[config.mk]
export PLATFORM = sky130hd
export DESIGN_NAME = reg_file_mp
export DESIGN_NICKNAME = d
export VERILOG_FILES = /design/src/rtl/reg_file_pkg.sv /design/src/rtl/reg_file_init_ctrl.sv /design/src/rtl/reg_file_mp.sv
export SDC_FILE = /design/constraint.sdc
export NUM_CORES = 1
export LEC_CHECK = 0
export CORE_MARGIN = 3
export CORE_UTILIZATION = 34
export DETAILED_ROUTE_END_ITERATION = 7
export PLACE_DENSITY = 0.51
export SYNTH_ARGS = -nofsm -noshare
export SYNTH_HDL_FRONTEND = slang
export SYNTH_SLANG_ARGS = --single-unit
export TNS_END_PERCENT = 10
[constraint.sdc]
create_clock -name clk -period 4.38 [get_ports clk]
set_input_delay 0.876 -clock clk [delete_from_list [all_inputs] [get_ports clk]]
set_output_delay 0.876 -clock clk [all_outputs]
set_load 0.01 [all_outputs]
[src/rtl/reg_file_pkg.sv]
// Shared types and helpers for the parametrised register file.
// Optional feature macro used by reg_file_mp: REG_FILE_BYPASS_EN.
package reg_file_pkg;

    // Init/run phase of the file.
    typedef enum logic {RF_INIT, RF_RUN} rf_state_e;

    // Widest word merge_be can handle; callers zero-extend into it.
    localparam int RF_MAX_W  = 256;
    localparam int RF_MAX_BE = RF_MAX_W / 8;

    // Number of entries addressed by an addr_w-bit address.
    function automatic int rf_depth(input int addr_w);
        return 1 << addr_w;
    endfunction

    // Replace the bytes of old_w selected by be with the matching bytes of wr_w.
    function automatic logic [RF_MAX_W-1:0] merge_be(
        input logic [RF_MAX_W-1:0]  old_w,
        input logic [RF_MAX_W-1:0]  wr_w,
        input logic [RF_MAX_BE-1:0] be
    );
        logic [RF_MAX_W-1:0] res;
        res = old_w;
        for (int b = 0; b < RF_MAX_BE; b++) begin
            if (be[b]) res[b*8 +: 8] = wr_w[b*8 +: 8];
        end
        return res;
    endfunction

endpackage

[src/rtl/reg_file_init_ctrl.sv]
// Post-reset clear sequencer: walks clr_addr over every entry once, then
// raises ready and stays in RUN until the next reset.
module reg_file_init_ctrl
    import reg_file_pkg::*;
#(
    parameter int ADDR_W = 5
) (
    input  logic              clk,
    input  logic              rst_n,
    output logic              clr_en,
    output logic [ADDR_W-1:0] clr_addr,
    output logic              ready
);

    rf_state_e         state, state_nx;
    logic [ADDR_W-1:0] clr_cnt, cnt_nx;

    // State and counter registers; reset restarts the clear pass from entry 0.
    always_ff @(posedge clk) begin
        if (!rst_n) begin
            state   <= RF_INIT;
            clr_cnt <= '0;
        end else begin
            state   <= state_nx;
            clr_cnt <= cnt_nx;
        end
    end

    // Next state: advance one entry per cycle, leave INIT after the last
    // entry without letting the counter wrap into a second pass.
    always_comb begin
        state_nx = state;
        cnt_nx   = clr_cnt;
        if (state == RF_INIT) begin
            if (clr_cnt == '1) state_nx = RF_RUN;
            else               cnt_nx   = clr_cnt + 1'b1;
        end
    end

    // No clear happens in a reset cycle, so contents survive until INIT runs.
    assign clr_en   = rst_n && (state == RF_INIT);
    assign clr_addr = clr_cnt;
    assign ready    = (state == RF_RUN);

endmodule

[src/rtl/reg_file_mp.sv]
// Parametrised multi-read-port register file with byte-enabled writes,
// optional hardwired-zero entry 0 and a post-reset clear pass gated by ready.
// Optional macro REG_FILE_BYPASS_EN: same-cycle write-to-read forwarding.
// DATA_W must be a multiple of 8 and no wider than RF_MAX_W.
module reg_file_mp
    import reg_file_pkg::*;
#(
    parameter int DATA_W   = 32,
    parameter int ADDR_W   = 5,
    parameter int NUM_RD   = 2,
    parameter int ZERO_REG = 1
) (
    input  logic                     clk,
    input  logic                     rst_n,
    input  logic [NUM_RD*ADDR_W-1:0] rd_addr,
    output logic [NUM_RD*DATA_W-1:0] rd_data,
    input  logic                     wr_en,
    input  logic [ADDR_W-1:0]        wr_addr,
    input  logic [DATA_W/8-1:0]      wr_be,
    input  logic [DATA_W-1:0]        wr_data,
    output logic                     ready
);

    localparam int BE_W    = DATA_W / 8;
    localparam int DEPTH   = rf_depth(ADDR_W);
    localparam bit HW_ZERO = (ZERO_REG != 0);

    logic [DATA_W-1:0] mem [DEPTH];
    logic              clr_en;
    logic [ADDR_W-1:0] clr_addr;
    logic              wr_fire;

    // Narrow wrapper around the shared byte merge.
    function automatic logic [DATA_W-1:0] merge(
        input logic [DATA_W-1:0] old_w,
        input logic [DATA_W-1:0] wr_w,
        input logic [BE_W-1:0]   be
    );
        return DATA_W'(merge_be(RF_MAX_W'(old_w), RF_MAX_W'(wr_w), RF_MAX_BE'(be)));
    endfunction

    reg_file_init_ctrl #(.ADDR_W(ADDR_W)) u_init (
        .clk      (clk),
        .rst_n    (rst_n),
        .clr_en   (clr_en),
        .clr_addr (clr_addr),
        .ready    (ready)
    );

    // User writes only land once the clear pass is done; entry 0 drops
    // writes when hardwired.
    assign wr_fire = ready && wr_en && !(HW_ZERO && (wr_addr == '0));

    // Storage update: clear pass has priority, otherwise byte-merged write.
    always_ff @(posedge clk) begin
        if (clr_en)       mem[clr_addr] <= '0;
        else if (wr_fire) mem[wr_addr]  <= merge(mem[wr_addr], wr_data, wr_be);
    end

    for (genvar p = 0; p < NUM_RD; p++) begin : g_rd
        logic [ADDR_W-1:0] addr;
        logic [DATA_W-1:0] word;

        assign addr = rd_addr[p*ADDR_W +: ADDR_W];

        // Read mux: stored word, optional forwarding, then zero overrides
        // for INIT and the hardwired entry.
        always_comb begin
            word = mem[addr];
`ifdef REG_FILE_BYPASS_EN
            if (wr_en && (addr == wr_addr)) word = merge(word, wr_data, wr_be);
`else
`endif
            if (!ready || (HW_ZERO && (addr == '0))) word = '0;
        end

        assign rd_data[p*DATA_W +: DATA_W] = word;
    end

endmodule

==> results by group, run 1 <==
CTS
  • CTS root buf: clkbuf_16
  • CTS buffer count: 108
  • Post-CTS Hold Buffers: 0
  • Clk buf depth: 3
  • H-tree depth: 3
  • Setup repair bufs after CTS: 0
  • Clock transition at the registers of the reported paths: 0.06 ns
  • TritonCTS Sinks: 1030
  • Clk_lat worst skew: 0.71 ns
  • CTS tree: done

Run
  • Max-cap violations: 0

Worst setup path
  • CP startpoint kind: primary input
  • Worst endpoint required time: 3.50 ns
  • Arr. time, crit path: 3.48 ns
  • Worst-path cell chain: buf_8 -> buf_12 -> mux4_2 -> mux2i_1 -> buf_4 -> o22a_1 -> o221ai_1 -> clkdlybuf4s50_1
  • WS Path Type: in -> out
  • Worst r2r path cells: 7
  • Worst path slowest cell: clkdlybuf4s50_1
  • Crit path max fanout: 27
  • Largest stage delay, worst path: 0.58 ns
  • CP endpoint kind: output pin

Yosys
  • Area contributors post-synth: edfxtp_1 62%, mux4_2 20%, mux2i_1 5.6%
  • Post-synth cell types: 52
  • Cells after synthesis: 2635
  • Most used DFF post-synth: edfxtp_1
  • Top cell type by total area after synthesis: edfxtp_1
  • Seq/Total Area, Yosys: 0.627
  • Seq cells post-synth: 1030
  • Ys Warns: 0
  • Post-Syn Nets: 2691
  • Top post-synthesis cells by count: 1024 x edfxtp_1, 440 x mux4_2, 275 x mux2i_1, 99 x buf_2, 77 x clkbuf_1
  • EDFF count, synth: 1024
  • Netlist Area Pre-Place: 49200 µm²
  • Yosys top cell area share: 0.625
  • Most numerous cell in the Yosys netlist: edfxtp_1
  • Asr flop ratio synth: 0
  • Syn_area_per_cell: 18.7 µm²

Timing
  • Final setup skew: 0.0249 ns
  • FMAX: 230 MHz
  • Crit path time final: 4.35 ns
  • Max-slew headroom: 0.189
  • Tcrit/Tclk final: 0.994
  • Slew @ Worst Pin: 1.21 ns
  • Max-slew violations: 0
  • Final setup violation count: 0
  • Post-route setup slack: 0.0263 ns
  • Hold slack: 0.607 ns
  • RSZ-0062 raised after global routing: true
  • Final hold violations: 0
  • Setup TNS: 0 ns

GRT
  • GRT overflow: 0
  • Vias in the first global route: 30742
  • Largest net degree at the start of global routing: 43
  • Gr usage total: 0.217
  • First-pass GRT wire length: 234 mm
  • Antenna violations before repair: 4

Power
  • Peak VDD IR: 304 µV
  • Leak: 0.0185 µW
  • PwrDens: 368 nW/µm²

Placement
  • RD Place Congestion: 0.851
  • Detail Placement HPWL: 114 mm
  • Dpl ws: -0.0164 ns
  • Number of port buffers: 118

Routing
  • Residual DRC count: 0
  • Via Count: 29553
  • Drt initial violations: 3135
  • 1st-pass router iterations: 6
  • WL/cell: 32.4 µm
  • Final ANT Viol Nets: 0
  • Vias per cell: 5.83
  • Total Wirelength: 164 mm

Floorplanning
  • Initial core utilization: 0.345
  • # rows: 138
  • Core area: 143000 µm²
  • Die area: 149000 µm²
  • I/O pins: 119
  • Die height: 386 µm
  • Die Span X: 386 µm

Run status
  • Status: completed

Worst hold path
  • Hold path cells: 2
  • Hold crit path type: reg -> reg

Finish
  • Area grow syn2layout: 21.6%
  • Fin nets: 3139
  • Share of layout cells above drive strength 1: 0.385
-- metal layers --
layer,routed length (µm),track usage
met1,70400,0.307
met5,0,0
met3,11000,0.0302
met4,3960,0.0579
met2,79000,0.354
-- power by group --
group	internal [µW]	switching (µW)
clock	5580	3950
combinational	774	930
sequential	10700	31.5
total	17100	4910
-- worst max-delay path, delay by kind of cell --
family	cells	cell delay, ns
AO/OA/AOI/OAI	2	0.50
multiplexers	2	0.80
buffers and inverters	4	1.27
-- flip-flops by register name, summed over array words and instances (netlist names) --
register,cells
mem,1024
u_init.clr_addr,5
u_init.ready,1
-- path summary, 6_finish.rpt --
kind	from	endpoint	slack (ns)
worst min-delay path	u_init.clr_addr[4]	u_init.clr_addr[4]	0.61
worst max register to register	u_init.ready	mem[17][3]	1.22
worst min register to register	u_init.clr_addr[4]	u_init.clr_addr[4]	0.61
worst max-delay path	rd_addr[5]	rd_data[39]	0.03
-- metrics by stage --
| step | std cells | utilization | instance area (µm²) | total power [µW] |
|---|---|---|---|---|
| 2_1_floorplan | 2635 | - | 49200 | 11900 |
| 3_3_place_gp | 4863 | 0.393 | 56100 | 12700 |
| 3_5_place_dp | 4863 | 0.393 | 56100 | 12700 |
| 4_1_cts | 5067 | 0.419 | 59800 | 22200 |
| 5_1_grt | 5067 | 0.419 | 59800 | 22700 |
| 6_report | 5069 | 0.419 | 59800 | 22000 |
-- repair_timing --
action | 4_1_cts | 5_1_grt
cloned | 0 | 0
setup endpoints to repair | 4 | 3
gates resized for setup | 2 | 3
pin swaps | 0 | 0
-- cells by family after synthesis --
family | Yosys count | share of synthesized area
fa+ha+maj | 2 | 0.000508
buf+inv | 241 | 0.0240
xor+xnor | 3 | 0.000534
flops | 1030 | 0.627
simple gates | 356 | 0.0417
mux | 769 | 0.270
compound gates | 234 | 0.0356
-- area by class of cell --
cell class              count  area (µm²)
diodes                      2        5.00
clock buffers             127        2840
clock inverters            77         833
fillers                 12602       82800
inverters                   6        22.5
multi-input cells        1364       17500
flip-flops and latches   1030       30900
well taps                1890        2360
repair buffers            573        5330
-- placed cells by master (no fill, tap or decap), types with 6 or more instances in the layout --
master	netlist	routed
nor2b_1	25	23
nor4_2	25	61
mux2i_4	2	6
clkinvlp_4	0	7
nor3_1	74	72
clkinv_1	0	18
o22ai_1	32	32
buf_4	20	398
bufinv_16	0	16
a21oi_1	32	32
nand3_1	38	37
a211o_1	22	22
a22oi_1	40	40
clkbuf_16	0	111
a31oi_1	22	22
nor2_2	0	6
nand2_1	73	73
o221ai_1	35	35
mux2i_1	275	271
clkinv_2	0	26
and2_1	37	38
inv_1	6	6
mux2_2	50	50
buf_12	0	56
mux4_2	440	440
nand4_1	9	9
clkbuf_1	77	16
edfxtp_1	1024	1024
clkdlybuf4s50_1	0	110
o22a_1	25	25
a211oi_1	14	14
nor2_1	13	6
No activity file was read; power rests on OpenSTA's default activity.
==> inputs of run 2 (changes only) <==
--- a/config.mk
+++ b/config.mk
@@ -9,6 +9,8 @@
 export CORE_UTILIZATION = 34
 export DETAILED_ROUTE_END_ITERATION = 7
 export PLACE_DENSITY = 0.51
+export REMOVE_ABC_BUFFERS = 1
+export SLEW_MARGIN = 10
 export SYNTH_ARGS = -nofsm -noshare
 export SYNTH_HDL_FRONTEND = slang
 export SYNTH_SLANG_ARGS = --single-unit
==> run 2 against run 1 <==
Effect of this change: clock skew is 0.0097 ns lower; critical path depth stayed put; hold slack worse by 0.024 ns; design area is 1.5% lower; sequential share of layout area is 0.80 points higher; critical path type unchanged.
==> results by group, run 2 (same netlist as run 1, synthesis figures left out) <==
Run status
  • Status: completed

Worst setup path
  • R2r setup slk: 1.17 ns
  • Worst r2r path cells: 3
  • Worst endpoint required time: 3.50 ns
  • WS Path Type: in -> out
  • Crit path max fanout: 11
  • CP endpoint kind: output pin
  • CP startpoint kind: primary input
  • Worst r2r src: u_init.ready
  • Worst Setup EP: rd_data[40]
  • Worst setup startpoint: rd_addr[6]
  • RR Endpoint: mem[6][8]
  • Arr. time, crit path: 3.34 ns

GRT
  • Gr usage total: 0.214
  • Vias in the first global route: 30454
  • Antenna violations before repair: 2
  • GRT overflow: 0
  • Largest net degree at the start of global routing: 44
  • First-pass GRT wire length: 230 mm

Timing
  • Slew @ Worst Pin: 1.35 ns
  • Max-slew headroom: 0.0952
  • Crit path time final: 4.22 ns
  • Final setup violation count: 0
  • Final hold violations: 0
  • Setup TNS: 0 ns
  • Tcrit/Tclk final: 0.963
  • FMAX: 237 MHz
  • Max-slew violations: 0
  • RSZ-0062 raised after global routing: false
  • Final setup skew: 0.0152 ns
  • Hold slack: 0.583 ns

Finish
  • Most common cell after layout, fill and taps aside: edfxtp_1
  • Post-route cell area: 58900 µm²
  • Most frequent cells in the layout: 1024 x edfxtp_1, 440 x mux4_2, 309 x buf_4
  • Fin nets: 3037
  • Filler cells: 12760
  • Max reg flops: 1024
  • Largest Register: mem
  • Share of layout cells above drive strength 1: 0.364
  • Area grow syn2layout: 19.7%

Power
  • Peak VDD IR: 343 µV
  • Sw frac: 0.221
  • Register share of total power: 0.488
  • Psw: 4890 µW
  • Leak: 0.0179 µW
  • Clk network pwr share: 0.439
  • Logic pwr share: 0.073
  • PwrDens: 375 nW/µm²
  • Pint: 17200 µW

CTS
  • CTS buffer count: 111
  • Post-CTS Hold Buffers: 0
  • TritonCTS Sinks: 1030
  • Clk buf depth: 3
  • CTS tree: done
  • CTS root buf: clkbuf_16
  • Clock transition at the registers of the reported paths: 0.06 ns
  • Clk_lat worst skew: 0.71 ns
  • H-tree depth: 3
  • Setup repair bufs after CTS: 0

Run
  • Max-cap violations: 0

Routing
  • Total Wirelength: 161 mm
  • 1st-pass router iterations: 5
  • Via Count: 29174
  • Final ANT Viol Nets: 0
  • Vias per cell: 5.88
  • Drt initial violations: 2684
  • Residual DRC count: 0
  • WL/cell: 32.5 µm

Floorplanning
  • Initial core utilization: 0.345
  • I/O pins: 119
  • Die height: 386 µm
  • Core area: 143000 µm²
  • # rows: 138
  • Die Span X: 386 µm
  • Die area: 149000 µm²

Worst hold path
  • Hold crit path type: reg -> reg

Placement
  • Placed Area: 55100 µm²
  • RD Place Congestion: 0.834
  • Detail Placement HPWL: 109 mm
  • Number of port buffers: 118
[run 2: cell types whose count changed in the layout (fill, tap and decap cells not counted), sizes merged]
cell,change
bufinv,+2
clkdlybuf4s50,-1
clkinv,-2
clkinvlp,-3
clkbuf,+1
buf,-104
inv,-4
[run 2: how the worst min path moves through the flow]
stage | from | to | slack, ns | cells after the start
6_report | u_init.clr_addr[4] | u_init.clr_addr[4] | 0.58 | 2
5_1_grt | u_init.clr_addr[4] | u_init.clr_addr[4] | 0.64 | 2
4_1_cts | u_init.clr_addr[4] | u_init.clr_addr[4] | 0.57 | 2
3_5_place_dp | u_init.clr_addr[4] | u_init.clr_addr[4] | 0.56 | 2
3_3_place_gp | u_init.clr_addr[4] | u_init.clr_addr[4] | 0.55 | 2
2_1_floorplan | u_init.clr_addr[4] | u_init.clr_addr[4] | 0.51 | 2
[run 2: power groups by stage]
stage	clock (µW)	sequential (µW)	combinational [µW]
3_3_place_gp	0	11000	1600
5_1_grt	10300	10800	1690
3_5_place_dp	0	11000	1610
6_report	9700	10800	1610
2_1_floorplan	0	11000	688
4_1_cts	9890	10800	1620
[run 2: worst max-delay path, cell delays in order]
cell             delay [ns]
buf_8                  0.17
buf_12                 0.18
buf_4                  0.22
buf_4                  0.24
mux4_2                 0.52
mux2i_1                0.26
o221ai_1               0.25
clkdlybuf4s50_1        0.56
[run 2: per-stage QoR]
step,std cells,util,worst slack (ns),total power (µW)
4_1_cts,4954,0.413,0.0482,22300
2_1_floorplan,2400,-,-0.276,11700
5_1_grt,4956,0.413,0.0467,22800
3_5_place_dp,4756,0.386,-0.122,12600
6_report,4958,0.413,0.160,22100
3_3_place_gp,4756,0.386,-0.0980,12600
[run 2: timing repair]
item,4_1_cts,5_1_grt
gates resized for setup,5,4
pin swaps,0,1
endpoints found under the setup margin,9,2
[run 2: area by class of cell]
cell class / instances / area (µm²) / share of cell area
Tap cell: 1890 / 2360 / 0.0402
Timing Repair Buffer: 468 / 4350 / 0.0738
Antenna cell: 2 / 5.00 / 0.0000850
Multi-Input combinational cell: 1364 / 17600 / 0.298
Sequential cell: 1030 / 30900 / 0.524
Clock buffer: 128 / 2880 / 0.0490
Inverter: 6 / 22.5 / 0.000382
Clock inverter: 70 / 822 / 0.0140
[run 2: routing by layer]
metal,vias up,part of all wire,global-route usage
met1,15772,0.42,0.294
met3,259,0.071,0.0410
met4,0,0.033,0.0734
met5,-,0,0
met2,1173,0.47,0.342
li1,11970,-,-
